==> config.mk <==
export PLATFORM = sky130hd
export DESIGN_NAME = if_stage
export DESIGN_NICKNAME = d
export VERILOG_FILES = /design/src/rtl/if_stage_pkg.sv /design/src/rtl/if_pc_reg.sv /design/src/rtl/if_stage.sv
export SDC_FILE = /design/constraint.sdc
export NUM_CORES = 1
export LEC_CHECK = 0
export BUFFER_PORTS_ARGS = -buffer_cell sky130_fd_sc_hd__buf_4
export CORE_ASPECT_RATIO = 0.7
export CORE_UTILIZATION = 46
export CTS_CLUSTER_DIAMETER = 100
export DETAILED_ROUTE_END_ITERATION = 8
export PLACE_DENSITY = 0.87
export SYNTH_ARGS = -nofsm -noshare
export SYNTH_HDL_FRONTEND = slang
export SYNTH_SLANG_ARGS = --single-unit
==> constraint.sdc <==
create_clock -name clk -period 2.28 [get_ports clk]
set_input_delay 0.456 -clock clk [delete_from_list [all_inputs] [get_ports clk]]
set_output_delay 0.456 -clock clk [all_outputs]
set_load 0.005 [all_outputs]
==> src/rtl/if_stage_pkg.sv <==
// rtl/if_stage_pkg.sv - shared types and constants for the instruction fetch stage
package if_stage_pkg;

    typedef enum logic [2:0] {
        FETCH = 3'd0,
        WAIT  = 3'd1,
        HOLD  = 3'd2,
        DROP  = 3'd3,
        HALT  = 3'd4
    } if_state_t;

    localparam logic [3:0]  HLT_OPCODE = 4'hF;
    localparam logic [15:0] RESET_PC   = 16'h0000;

    // True when the instruction word carries the halt opcode
    function automatic logic is_halt(input logic [15:0] instr);
        return instr[15:12] == HLT_OPCODE;
    endfunction

endpackage

==> src/rtl/if_pc_reg.sv <==
// rtl/if_pc_reg.sv - 16-bit program counter register with load enable
module if_pc_reg
    import if_stage_pkg::*;
(
    input  logic        clk,
    input  logic        rst_n,
    input  logic        load,
    input  logic [15:0] load_val,
    output logic [15:0] pc
);

    // PC updates only when the fetch control asks for it
    always_ff @(posedge clk or negedge rst_n) begin
        if (!rst_n) begin
            pc <= RESET_PC;
        end else if (load) begin
            pc <= load_val;
        end
    end

endmodule

==> src/rtl/if_stage.sv <==
// rtl/if_stage.sv - instruction fetch stage with stall, redirect, and halt handling
module if_stage
    import if_stage_pkg::*;
(
    input  logic        clk,
    input  logic        rst_n,
    input  logic        stall,
    input  logic        redirect,
    input  logic [15:0] redirect_pc,
    output logic        imem_req,
    output logic [15:0] imem_addr,
    input  logic [15:0] imem_rdata,
    input  logic        imem_valid,
    output logic [15:0] IF_ID_PCplus2,
    output logic [15:0] IF_ID_instruction,
    output logic        ifid_wen,
    output logic        ifid_flush,
    output logic        halted
);

    if_state_t   state, next_state;
    logic [15:0] pc;
    logic [15:0] pc_plus2;
    logic [15:0] hold_q;
    logic        deliver;
    logic        capture;
    logic        pc_load;
    logic [15:0] pc_load_val;

    if_pc_reg u_pc (
        .clk      (clk),
        .rst_n    (rst_n),
        .load     (pc_load),
        .load_val (pc_load_val),
        .pc       (pc)
    );

    assign pc_plus2          = pc + 16'd2;
    assign imem_addr         = pc;
    assign IF_ID_PCplus2     = pc_plus2;
    // A word parked during a stall is replayed from the hold register
    assign IF_ID_instruction = (state == HOLD) ? hold_q : imem_rdata;

    // State register
    always_ff @(posedge clk or negedge rst_n) begin
        if (!rst_n) begin
            state <= FETCH;
        end else begin
            state <= next_state;
        end
    end

    // Hold register captures a response that arrives while decode is stalled
    always_ff @(posedge clk or negedge rst_n) begin
        if (!rst_n) begin
            hold_q <= 16'h0000;
        end else if (capture) begin
            hold_q <= imem_rdata;
        end
    end

    // Next-state and delivery decision; redirect overrides everything
    always_comb begin
        next_state = state;
        deliver    = 1'b0;
        capture    = 1'b0;
        case (state)
            FETCH: begin
                if (imem_valid) begin
                    deliver = ~stall;
                end else begin
                    next_state = WAIT;
                end
            end
            WAIT: begin
                if (imem_valid) begin
                    if (!stall) begin
                        deliver    = 1'b1;
                        next_state = FETCH;
                    end else begin
                        capture    = 1'b1;
                        next_state = HOLD;
                    end
                end
            end
            HOLD: begin
                if (!stall) begin
                    deliver    = 1'b1;
                    next_state = FETCH;
                end
            end
            DROP: begin
                if (imem_valid) begin
                    next_state = FETCH;
                end
            end
            HALT: begin
                next_state = HALT;
            end
            default: begin
                next_state = FETCH;
            end
        endcase
        if (deliver && is_halt(IF_ID_instruction)) begin
            next_state = HALT;
        end
        if (redirect) begin
            deliver    = 1'b0;
            capture    = 1'b0;
            // A read still in flight from WAIT must be drained before refetching
            next_state = (state == WAIT && !imem_valid) ? DROP : FETCH;
        end
    end

    // Output decode; reset forces a bubble and no memory traffic
    always_comb begin
        imem_req    = rst_n && (state == FETCH || state == WAIT || state == DROP);
        ifid_wen    = rst_n && deliver;
        ifid_flush  = !rst_n || redirect || (!deliver && !stall);
        halted      = (state == HALT);
        pc_load     = redirect || (deliver && !is_halt(IF_ID_instruction));
        pc_load_val = redirect ? {redirect_pc[15:1], 1'b0} : pc_plus2;
    end

endmodule

==> key figures, run 1 <==
Critical path
  – CP cell instances: nor3b_2, buf_6, mux2_2, buf_4
  – Max incr delay on CP: 470 ps
  – Crit path max-delay family: flip-flops
  – Critical Path RT: 1820 ps
  – Critical-path top delay cell: dfrtp_1
  – Reg2reg path depth: 5
  – Setup crit start: state[0]
  – FF-to-FF End: u_pc.pc[7]
  – Arr. time, crit path: 1730 ps
  – CP max FO: 18
  – R2R Setup Slk: 320 ps
  – Buf/Inv on CP: 2
  – Crit. End Element: primary output
  – Crit. path cell count: 4
  – Reg2reg start: state[0]
  – Critical Path End: IF_ID_instruction[11]
  – Crit Path Class: reg -> out
  – Critical Path Start Type: register

Yosys
  – Post-synthesis cell count: 226
  – Synth area leaders: dfrtp_1 (38%), mux2_2 (17%), nor2_1 (3.1%)
  – Most common cell in the netlist: dfrtp_1
  – Area leader, netlist: dfrtp_1
  – Synth warn: 0
  – Unique masters post-synth: 42
  – Netlist Area Pre-Place: 2212 um^2
  – Primary FF master, synth: dfrtp_1
  – Compound-Gate Fraction of Synth Area: 12.84%
  – Synth Area in Adders: 0.5656%
  – Post-synth EDFFs: 0
  – Largest family of logic cells by synthesized area: simple AND/OR/NAND/NOR gates
  – Simple-gate portion of the synthesized area: 20.81%
  – Syn Area/Cell: 9.788 um^2
  – XOR/XNOR share of the synthesized area: 5.147%
  – Register area share after synthesis: 38.46%
  – Synth top cells by count: dfrtp_1 (34), mux2_2 (33), nor2_1 (18)
  – Mux contribution to synthesized area: 17.42%
  – Ys async rst share: 100.0%
  – Flops & latches, synth: 34
  – Share of the synthesized area in the top cell type: 38.46%

Global route
  – Largest net degree at the start of global routing: 28
  – Initial antenna violation count: 0
  – First-pass GRT wire length: 10,270 um
  – Gr usage total: 26.97%
  – Gr ovfl total: 0
  – Vias in the first global route: 2,062

Final layout
  – ANT cells: 0
  – Area taken by multi-input logic gates: 1304 um^2
  – Nets: 356
  – Register Area: 857.1 um^2
  – FILL cells: 353
  – P&R area growth vs syn: 41.01%
  – Fraction of layout cells with a size suffix above 1: 49.53%

Detailed routing
  – DRC: 6
  – Vias: 2,191
  – Final WL: 6519 um
  – 1st-iter DRT viols: 111
  – WL per Instance: 17.43 um
  – TritonRoute pass-1 iters: 6
  – Remaining antenna violation count: 0
  – Vias/cell: 5.858

Pwr
  – Cell-internal power: 0.001401 W
  – Leakage power: 1.380 nW
  – Tot Pwr: 0.002002 W
  – Sequential share of power: 42.1%
  – Switching portion of total power: 30.01%
  – Net switching power: 0.0006007 W
  – Maximum vdd ir drop: 0.5774 mV
  – Pwr dens: 641.7 nW/um^2
  – Clk pwr share: 26.5%
  – Combinational power share: 31.4%

Clock tree
  – CTS H-tree depth: 2
  – Clock tree sinks: 34
  – TritonCTS Buffers: 5
  – CTS tree: yes
  – Worst-case clock buffer depth: 2
  – Clock latency on the worst-skew pair: 290 ps
  – Clock Pin Slew Worst Setup and Hold Paths: 70 ps
  – Clk root buf: clkbuf_8

Min path
  – Worst min path class: in -> reg

Die
  – Core ar.: 4479 um^2
  – Die area: 5095 um^2
  – Site row count: 20
  – Die height: 60.02 um
  – Initial Util: 49.39%
  – # IOs: 89
  – DIE WIDTH: 84.89 um

STA
  – RSZ-0062 raised after global routing: no
  – Slew Viols, Final: 0
  – Final hold violations: 0
  – Slew @ Worst Pin: 713.5 ps
  – Period minus WS final: 2188 ps
  – Setup TNS: 0 ps
  – Top achievable clock speed: 0.4570 GHz
  – Max_slew headroom: 52.43%
  – Layout Skew: 3.509 ps
  – Finish-stage setup viols: 0
  – Period utilization: 95.98%

Status
  – Failing checks: design-rule violations
  – Status: finished, violations left

Placement
  – Input/output buffers: 85
  – Hpwl dp: 4671 um
  – Final GP Congestion: 0.7762

Job
  – MaxCap Viol Count: 0
power groups by stage:
stage | Combinational [W] | Sequential (W) | Clock [W]
floorplan | 0.000313 | 0.000819 | 0
global placement | 0.000580 | 0.000834 | 0
detailed placement | 0.000603 | 0.000849 | 0
CTS | 0.000622 | 0.000839 | 0.000536
global route | 0.000682 | 0.000861 | 0.000562
finish | 0.000629 | 0.000843 | 0.000529
sequential cells by signal (all words and copies together), names as in the netlist:
name	count
hold_q	16
u_pc.pc	15
state	3
how the worst min path moves through the flow:
stage                    start        end  slack, ps  cells after the start
floorplan                rst_n  hold_q[0]        160                      0
CTS                 imem_valid   state[0]        360                      2
finish              imem_valid   state[0]        370                      2
global route        imem_valid   state[0]        350                      2
global placement         rst_n   state[1]        300                      1
detailed placement       rst_n   state[1]        310                      1
worst register-to-register path: stages, from the launching register on:
cell,delay (ps)
dfrtp_1,470
nor3b_2,230
buf_6,230
mux2_2,500
a311o_1,400
nand3_1,80
cells by family (layout without fill, tap and decap cells):
family | Yosys count | count (layout)
buffers and inverters | 22 | 114
XOR/XNOR | 13 | 13
adder cells (fa/ha/maj) | 1 | 1
other | 1 | 2
AO/OA/AOI/OAI | 40 | 40
multiplexers | 34 | 34
AND/OR/NAND/NOR | 81 | 81
flip-flops | 34 | 34
repair_timing:
| action | in CTS | in global routing |
|---|---|---|
| setup buffers | 1 | 1 |
| setup endpoints to repair | 4 | 7 |
| pin swaps | 1 | 1 |
| endpoints found under the hold margin | 9 | 0 |
| resized for setup | 5 | 9 |
| hold buffers | 1 | 0 |
cells in the final DEF (no fill, tap or decap), drive strengths merged, types with 2 or more instances in the layout:
cell and count:
buf 99, o311ai 4, mux2 33, nand4b 2, xor2 7, or4 6, o21ai 4, inv 6
a2bb2oi 3, nand3 11, o31ai 7, a31oi 6, dfrtp 34, nand2 12, conb 2, o211ai 5
clkbuf 8, nor2 18, or2 2, a22oi 2, nor4 2, and3 3, nor2b 5, nor3 3
o21a 2, xnor2 6, a21oi 4, nor3b 3, nand4 10
layer usage:
| metal | vias up | GRT usage, % | routed length [um] |
|---|---|---|---|
| li1 | 1030 | - | - |
| met1 | 1055 | 34.18 | 2793 |
| met2 | 95 | 45.64 | 3170 |
| met3 | 11 | 6.215 | 440 |
| met4 | 0 | 10.90 | 114 |
| met5 | - | 0 | 0 |
area by class of cell:
type | count | area share, %
Clock buffer | 8 | 3.530
Sequential cell | 34 | 27.48
Timing Repair Buffer | 100 | 24.27
Tap cell | 55 | 2.206
Multi-Input combinational cell | 171 | 41.80
Inverter | 6 | 0.7220
through the flow:
step	hold WS [ps]	cells	util (%)	area, um^2	worst slack (ps)
finish	365.7	374	69.64	3119	91.66
CTS	356.5	373	68.88	3085	23.96
detailed placement	305.1	363	65.50	2934	173.9
floorplan	160.4	227	-	2216	361.8
global route	353.5	374	69.64	3119	8.998
global placement	301.4	363	65.50	2934	288.3
Note: power is estimated with default switching activity, not from simulation.
==> inputs of run 2 (changes only) <==
--- a/config.mk
+++ b/config.mk
@@ -5,7 +5,7 @@
 export SDC_FILE = /design/constraint.sdc
 export NUM_CORES = 1
 export LEC_CHECK = 0
-export BUFFER_PORTS_ARGS = -buffer_cell sky130_fd_sc_hd__buf_4
+export BUFFER_PORTS_ARGS = -buffer_cell sky130_fd_sc_hd__buf_2
 export CORE_ASPECT_RATIO = 0.7
 export CORE_UTILIZATION = 46
 export CTS_CLUSTER_DIAMETER = 100
==> key figures, run 2 (synthesized netlist as in run 1, its figures left out) <==
Status
  – Status: finished, violations left
  – Failing checks: design-rule violations

Clock tree
  – Clock tree sinks: 34
  – Clock latency on the worst-skew pair: 290 ps
  – Post-CTS Hold Buffers: 0
  – CTS H-tree depth: 2
  – CTS tree: yes
  – TritonCTS Buffers: 5
  – Clock Pin Slew Worst Setup and Hold Paths: 70 ps
  – Clk root buf: clkbuf_8
  – Worst-case clock buffer depth: 2

Global route
  – Initial antenna violation count: 0
  – Gr usage total: 27.03%
  – Largest net degree at the start of global routing: 26
  – Vias in the first global route: 2,100
  – Gr ovfl total: 0
  – First-pass GRT wire length: 10,270 um

Critical path
  – CP max FO: 3
  – Crit. End Element: primary output
  – Critical Path Start Type: register
  – Reg2reg start: state[2]
  – Crit Path Class: reg -> out
  – Reg2reg path depth: 5
  – Arr. time, crit path: 1750 ps
  – R2R Setup Slk: 330 ps
  – FF-to-FF End: u_pc.pc[7]
  – Critical Path RT: 1820 ps

Die
  – Site row count: 20
  – Core ar.: 4479 um^2
  – DIE WIDTH: 84.89 um
  – Die area: 5095 um^2
  – Initial Util: 49.39%
  – # IOs: 89
  – Die height: 60.02 um

Final layout
  – Register bank with the most flops: hold_q
  – ANT cells: 0
  – Commonest non-fill, non-tap cell in the layout: buf_2
  – Max reg flops: 16
  – Post-route cell area: 2929 um^2
  – Final std cells w/o fill: 376
  – Core Util, Final: 65.39%
  – P&R area growth vs syn: 32.41%
  – Fraction of layout cells with a size suffix above 1: 50.16%
  – Most frequent cells in the layout: buf_2 (85), mux2_2 (33), dfrtp_1 (29)
  – Nets: 358
  – Top Registers: hold_q x16, u_pc.pc x15, state x3

STA
  – Slew @ Worst Pin: 682.1 ps
  – Layout Skew: 2.764 ps
  – Final hold violations: 0
  – Max_slew headroom: 54.53%
  – Slew Viols, Final: 0
  – Finish-stage setup viols: 0
  – Period utilization: 96.61%
  – Period minus WS final: 2203 ps
  – Top achievable clock speed: 0.4540 GHz

Min path
  – Worst min path class: in -> async

Detailed routing
  – 1st-iter DRT viols: 195
  – Vias/cell: 5.894
  – Vias: 2,216
  – WL per Instance: 17.47 um
  – Final WL: 6570 um
  – Remaining antenna violation count: 0
  – TritonRoute pass-1 iters: 7
  – DRC: 6

Job
  – MaxCap Viol Count: 0

Pwr
  – Maximum vdd ir drop: 0.5549 mV
  – Pwr dens: 644.2 nW/um^2
  – Leakage power: 1.323 nW

Placement
  – Placed standard-cell area: 2729 um^2
  – Dpl cells: 364
  – Hpwl dp: 4649 um
  – Input/output buffers: 85
  – Final GP Congestion: 0.8333
## run 2: changes by cell type in the layout (fill, tap and decap cells not counted), sizes merged
cell / change
buf: +3
clkbuf: -1
clkinv: +1
dlygate4sd3: -1
## run 2: final cells by class
| type | count | area [um^2] |
|---|---|---|
| Fill cell | 356 | 1550 |
| Timing Repair Buffer | 102 | 556.8 |
| Tap cell | 55 | 68.82 |
| Sequential cell | 34 | 857.1 |
| Multi-Input combinational cell | 171 | 1333 |
| Inverter | 6 | 22.52 |
| Clock inverter | 1 | 5.005 |
| Clock buffer | 7 | 86.33 |
## run 2: worst max-delay path by stage
stage / startpoint / to / slack (ps)
after floorplan: u_pc.pc[1] / IF_ID_PCplus2[13] / 360
after global placement: u_pc.pc[1] / IF_ID_PCplus2[13] / 270
after detailed placement: u_pc.pc[1] / IF_ID_PCplus2[13] / 240
after CTS: u_pc.pc[8] / IF_ID_PCplus2[13] / 20
after global routing: u_pc.pc[6] / IF_ID_PCplus2[14] / -4
final: u_pc.pc[2] / IF_ID_PCplus2[11] / 80
## run 2: per-layer routing
layer  share of wire, %  up-vias  GRT usage [%]
met3                5.7       11          5.387
met2                 49       91          45.88
met4                2.1        0          13.80
met1                 43     1081          33.59
met5                  0        -              0
li1                   -     1033              -
## run 2: per-stage QoR
stage / hold WS, ps / TNS, ps / total power, W / setup slack (ps)
floorplan: 160.4 / 0 / 0.001132 / 361.8
global placement: 349.7 / 0 / 0.001338 / 267.3
detailed placement: 354.4 / 0 / 0.001378 / 242.8
CTS: 32.60 / 0 / 0.001864 / 19.55
global route: 50.83 / -4.476 / 0.001995 / -4.476
finish: 34.95 / 0 / 0.001887 / 77.36
## run 2: worst max-delay path, cell delays in order, from the launching register on
cell     delay, ps
dfrtp_1        420
ha_4           180
nand3_4        110
nor4_4         300
buf_4          170
xor2_1         130
buf_2          130
## run 2: repair_timing
item,CTS,global route
buffers inserted,1,3
cloned,0,0
resized for setup,6,12
setup endpoints to repair,4,6
pin swaps,0,2
endpoints found under the hold margin,0,0
## run 2: report_power, final
part	internal (W)	total, W	switching [W]
Sequential	0.000730	0.000842	0.000112
Clock	0.000244	0.000471	0.000228
Combinational	0.000304	0.000574	0.000270
==> inputs of run 3 (changes only) <==
--- a/config.mk
+++ b/config.mk
@@ -5,6 +5,7 @@
 export SDC_FILE = /design/constraint.sdc
 export NUM_CORES = 1
 export LEC_CHECK = 0
+export ABC_AREA = 1
 export BUFFER_PORTS_ARGS = -buffer_cell sky130_fd_sc_hd__buf_2
 export CORE_ASPECT_RATIO = 0.7
 export CORE_UTILIZATION = 46
==> key figures, run 3 <==
STA
  – Final hold violations: 0
  – Slew Viols, Final: 0
  – RSZ-0062 raised after global routing: yes
  – Period minus WS final: 2256 ps
  – Layout Skew: 11.27 ps
  – Finish-stage setup viols: 0
  – Top achievable clock speed: 0.4433 GHz
  – Period utilization: 98.94%

Yosys
  – Synth top cells by count: nand2_1 (70), inv_1 (45), dfrtp_1 (34)
  – Post-synth EDFFs: 0
  – Netlist Area Pre-Place: 2180 um^2
  – Register area share after synthesis: 39.04%
  – Simple-gate portion of the synthesized area: 29.51%
  – Unique masters post-synth: 27
  – Mux contribution to synthesized area: 0%
  – Synth Area in Adders: 0.5741%
  – Largest family of logic cells by synthesized area: simple AND/OR/NAND/NOR gates
  – XOR/XNOR share of the synthesized area: 5.224%
  – Primary FF master, synth: dfrtp_1
  – Ys async rst share: 100.0%
  – Area leader, netlist: dfrtp_1
  – Syn Area/Cell: 7.594 um^2
  – Flops & latches, synth: 34
  – Compound-Gate Fraction of Synth Area: 13.95%
  – Synth area leaders: dfrtp_1 (39%), nand2_1 (12%), inv_1 (7.7%)
  – Most common cell in the netlist: nand2_1
  – Synth warn: 0
  – Post-synthesis cell count: 287
  – Share of the synthesized area in the top cell type: 39.04%

Global route
  – Largest net degree at the start of global routing: 34
  – Gr usage total: 23.23%
  – Gr ovfl total: 0
  – Vias in the first global route: 2,017
  – Initial antenna violation count: 0
  – First-pass GRT wire length: 9045 um

Detailed routing
  – Final WL: 5621 um
  – Vias: 2,190
  – Metal-1 WL: 2442 um
  – Remaining antenna violation count: 0
  – Vias/cell: 5.046
  – Met2 wire length: 2719 um
  – TritonRoute pass-1 iters: 7
  – WL per Instance: 12.95 um
  – 1st-iter DRT viols: 192
  – Top sig layer: met4
  – DRC: 6
  – Met3 WL post-DR: 388 um

Critical path
  – R2R Setup Slk: 460 ps
  – Reg2reg path depth: 9
  – Critical Path RT: 1820 ps
  – Crit. End Element: primary output
  – CP max FO: 5
  – FF-to-FF End: u_pc.pc[1]
  – Arr. time, crit path: 1800 ps
  – Reg2reg start: state[2]
  – CP cell instances: ha_2, nand2_1, nor2_1, buf_4, nand3_4, nor2_2, xor2_1, buf_2
  – Critical-path top delay cell: dfrtp_1
  – Crit Path Class: reg -> out
  – Critical Path Start Type: register
  – Max incr delay on CP: 400 ps

Die
  – DIE WIDTH: 84.28 um
  – # IOs: 89
  – Site row count: 20
  – Initial Util: 48.93%
  – Die area: 5022 um^2
  – Core ar.: 4454 um^2
  – Die height: 59.59 um

Pwr
  – Cell-internal power: 0.001450 W
  – Switching portion of total power: 39.18%
  – Maximum vdd ir drop: 0.4681 mV
  – Combinational power share: 40.6%
  – Sequential share of power: 40.0%
  – Pwr dens: 846.1 nW/um^2
  – Clk pwr share: 19.4%
  – Leakage power: 1.544 nW
  – Net switching power: 0.0009336 W

Final layout
  – Post-route cell area: 2816 um^2
  – Area taken by multi-input logic gates: 1120 um^2
  – Most frequent cells in the layout: buf_2 (85), nand2_1 (70), inv_1 (45)
  – Max reg flops: 16
  – Commonest non-fill, non-tap cell in the layout: buf_2
  – FILL cells: 400
  – Top Registers: hold_q x16, u_pc.pc x15, state x3
  – ANT cells: 0
  – Nets: 416
  – Register Area: 853.3 um^2
  – Core Util, Final: 63.23%
  – Fraction of layout cells with a size suffix above 1: 38.79%
  – Register bank with the most flops: hold_q
  – P&R area growth vs syn: 29.22%

Placement
  – Input/output buffers: 85
  – Placed standard-cell area: 2651 um^2
  – Hpwl dp: 4167 um
  – Final GP Congestion: 0.9742

Min path
  – Hold path depth: 3
  – Worst hold endpoint: u_pc.pc[12]
  – Worst min path class: in -> reg
  – Hold Crit Start: redirect_pc[12]

Clock tree
  – CTS H-tree depth: 2
  – Worst-case clock buffer depth: 2
  – Clk root buf: clkbuf_8
  – Clock latency on the worst-skew pair: 290 ps
  – CTS tree: yes
  – Clock tree sinks: 34
  – TritonCTS Buffers: 5
  – Clock Pin Slew Worst Setup and Hold Paths: 80 ps

Job
  – MaxCap Viol Count: 0

Status
  – Status: finished, violations left
  – Failing checks: design-rule violations
run 3: changes by cell type after synthesis, sizes merged, moves of 6 or more:
cell	delta
mux2	-33
nand3	+13
or4	-6
o31ai	-7
nand4	-8
inv	+42
nand2	+72
a31oi	-6
o21ai	+28
nor3	+6
run 3: critical path, delay by kind of cell, from the launching register on:
family,cells,cell delay (ps)
AND/OR/NAND/NOR,4,370
XOR/XNOR,1,220
flip-flops,1,400
adder cells (fa/ha/maj),1,210
buffers and inverters,2,320
run 3: cells by family after synthesis:
kind of cell               after synthesis
adders and majority gates                1
other                                    1
AOI/OAI and AO/OA                       45
buffers and inverters                   60
xor gates and xnor gates                13
and+or+nand+nor                        133
DFF                                     34
run 3: final cells by class:
cell class | instances | share of cell area, %
flip-flops and latches | 34 | 30.30
inverters | 48 | 6.397
clock buffers | 7 | 3.065
clock inverters | 1 | 0.1777
repair buffers | 95 | 17.86
well taps | 55 | 2.443
multi-input cells | 194 | 39.76
run 3: layer usage:
layer / up-vias / GRT usage [%]
met4: 0 / 5.665
met1: 1016 / 30.76
met3: 10 / 5.571
met5: - / 0
li1: 1081 / -
met2: 83 / 39.11
run 3: per-stage QoR:
stage | setup TNS [ps] | power, W | setup WS (ps) | hold slack [ps] | cells
6_report | 0 | 0.002383 | 24.23 | 387.7 | 434
5_1_grt | -30.72 | 0.002588 | -30.72 | 396.0 | 434
2_1_floorplan | 0 | 0.001532 | 499.6 | 160.4 | 288
4_1_cts | 0 | 0.002355 | 16.63 | 388.6 | 431
3_5_place_dp | 0 | 0.001890 | 317.6 | 258.2 | 422
3_3_place_gp | 0 | 0.001855 | 322.4 | 258.4 | 422
run 3: power by group through the flow:
stage                     Combinational, W  Clock, W  Sequential (W)
after floorplan                   0.000598         0        0.000933
after global placement            0.000906         0        0.000949
after detailed placement          0.000932         0        0.000958
after CTS                         0.000939  0.000467        0.000949
after global routing               0.00110  0.000500        0.000984
final                             0.000968  0.000462        0.000952
run 3: what timing repair did:
action	4_1_cts	5_1_grt
gates resized for setup	1	9
cloned	0	0
pin swaps	0	2
endpoints found under the setup margin	1	4
hold buffers	1	0
setup buffers	0	3
endpoints found under the hold margin	1	0
run 3: worst max-delay path by stage:
stage | startpoint | endpoint | slack [ps] | cells after the start
2_1_floorplan | u_pc.pc[1] | IF_ID_PCplus2[13] | 500 | 6
5_1_grt | u_pc.pc[2] | IF_ID_PCplus2[13] | -30 | 8
4_1_cts | u_pc.pc[2] | IF_ID_PCplus2[13] | 20 | 8
3_3_place_gp | u_pc.pc[3] | IF_ID_PCplus2[12] | 320 | 6
6_report | u_pc.pc[2] | IF_ID_PCplus2[13] | 20 | 8
3_5_place_dp | u_pc.pc[3] | IF_ID_PCplus2[12] | 320 | 6
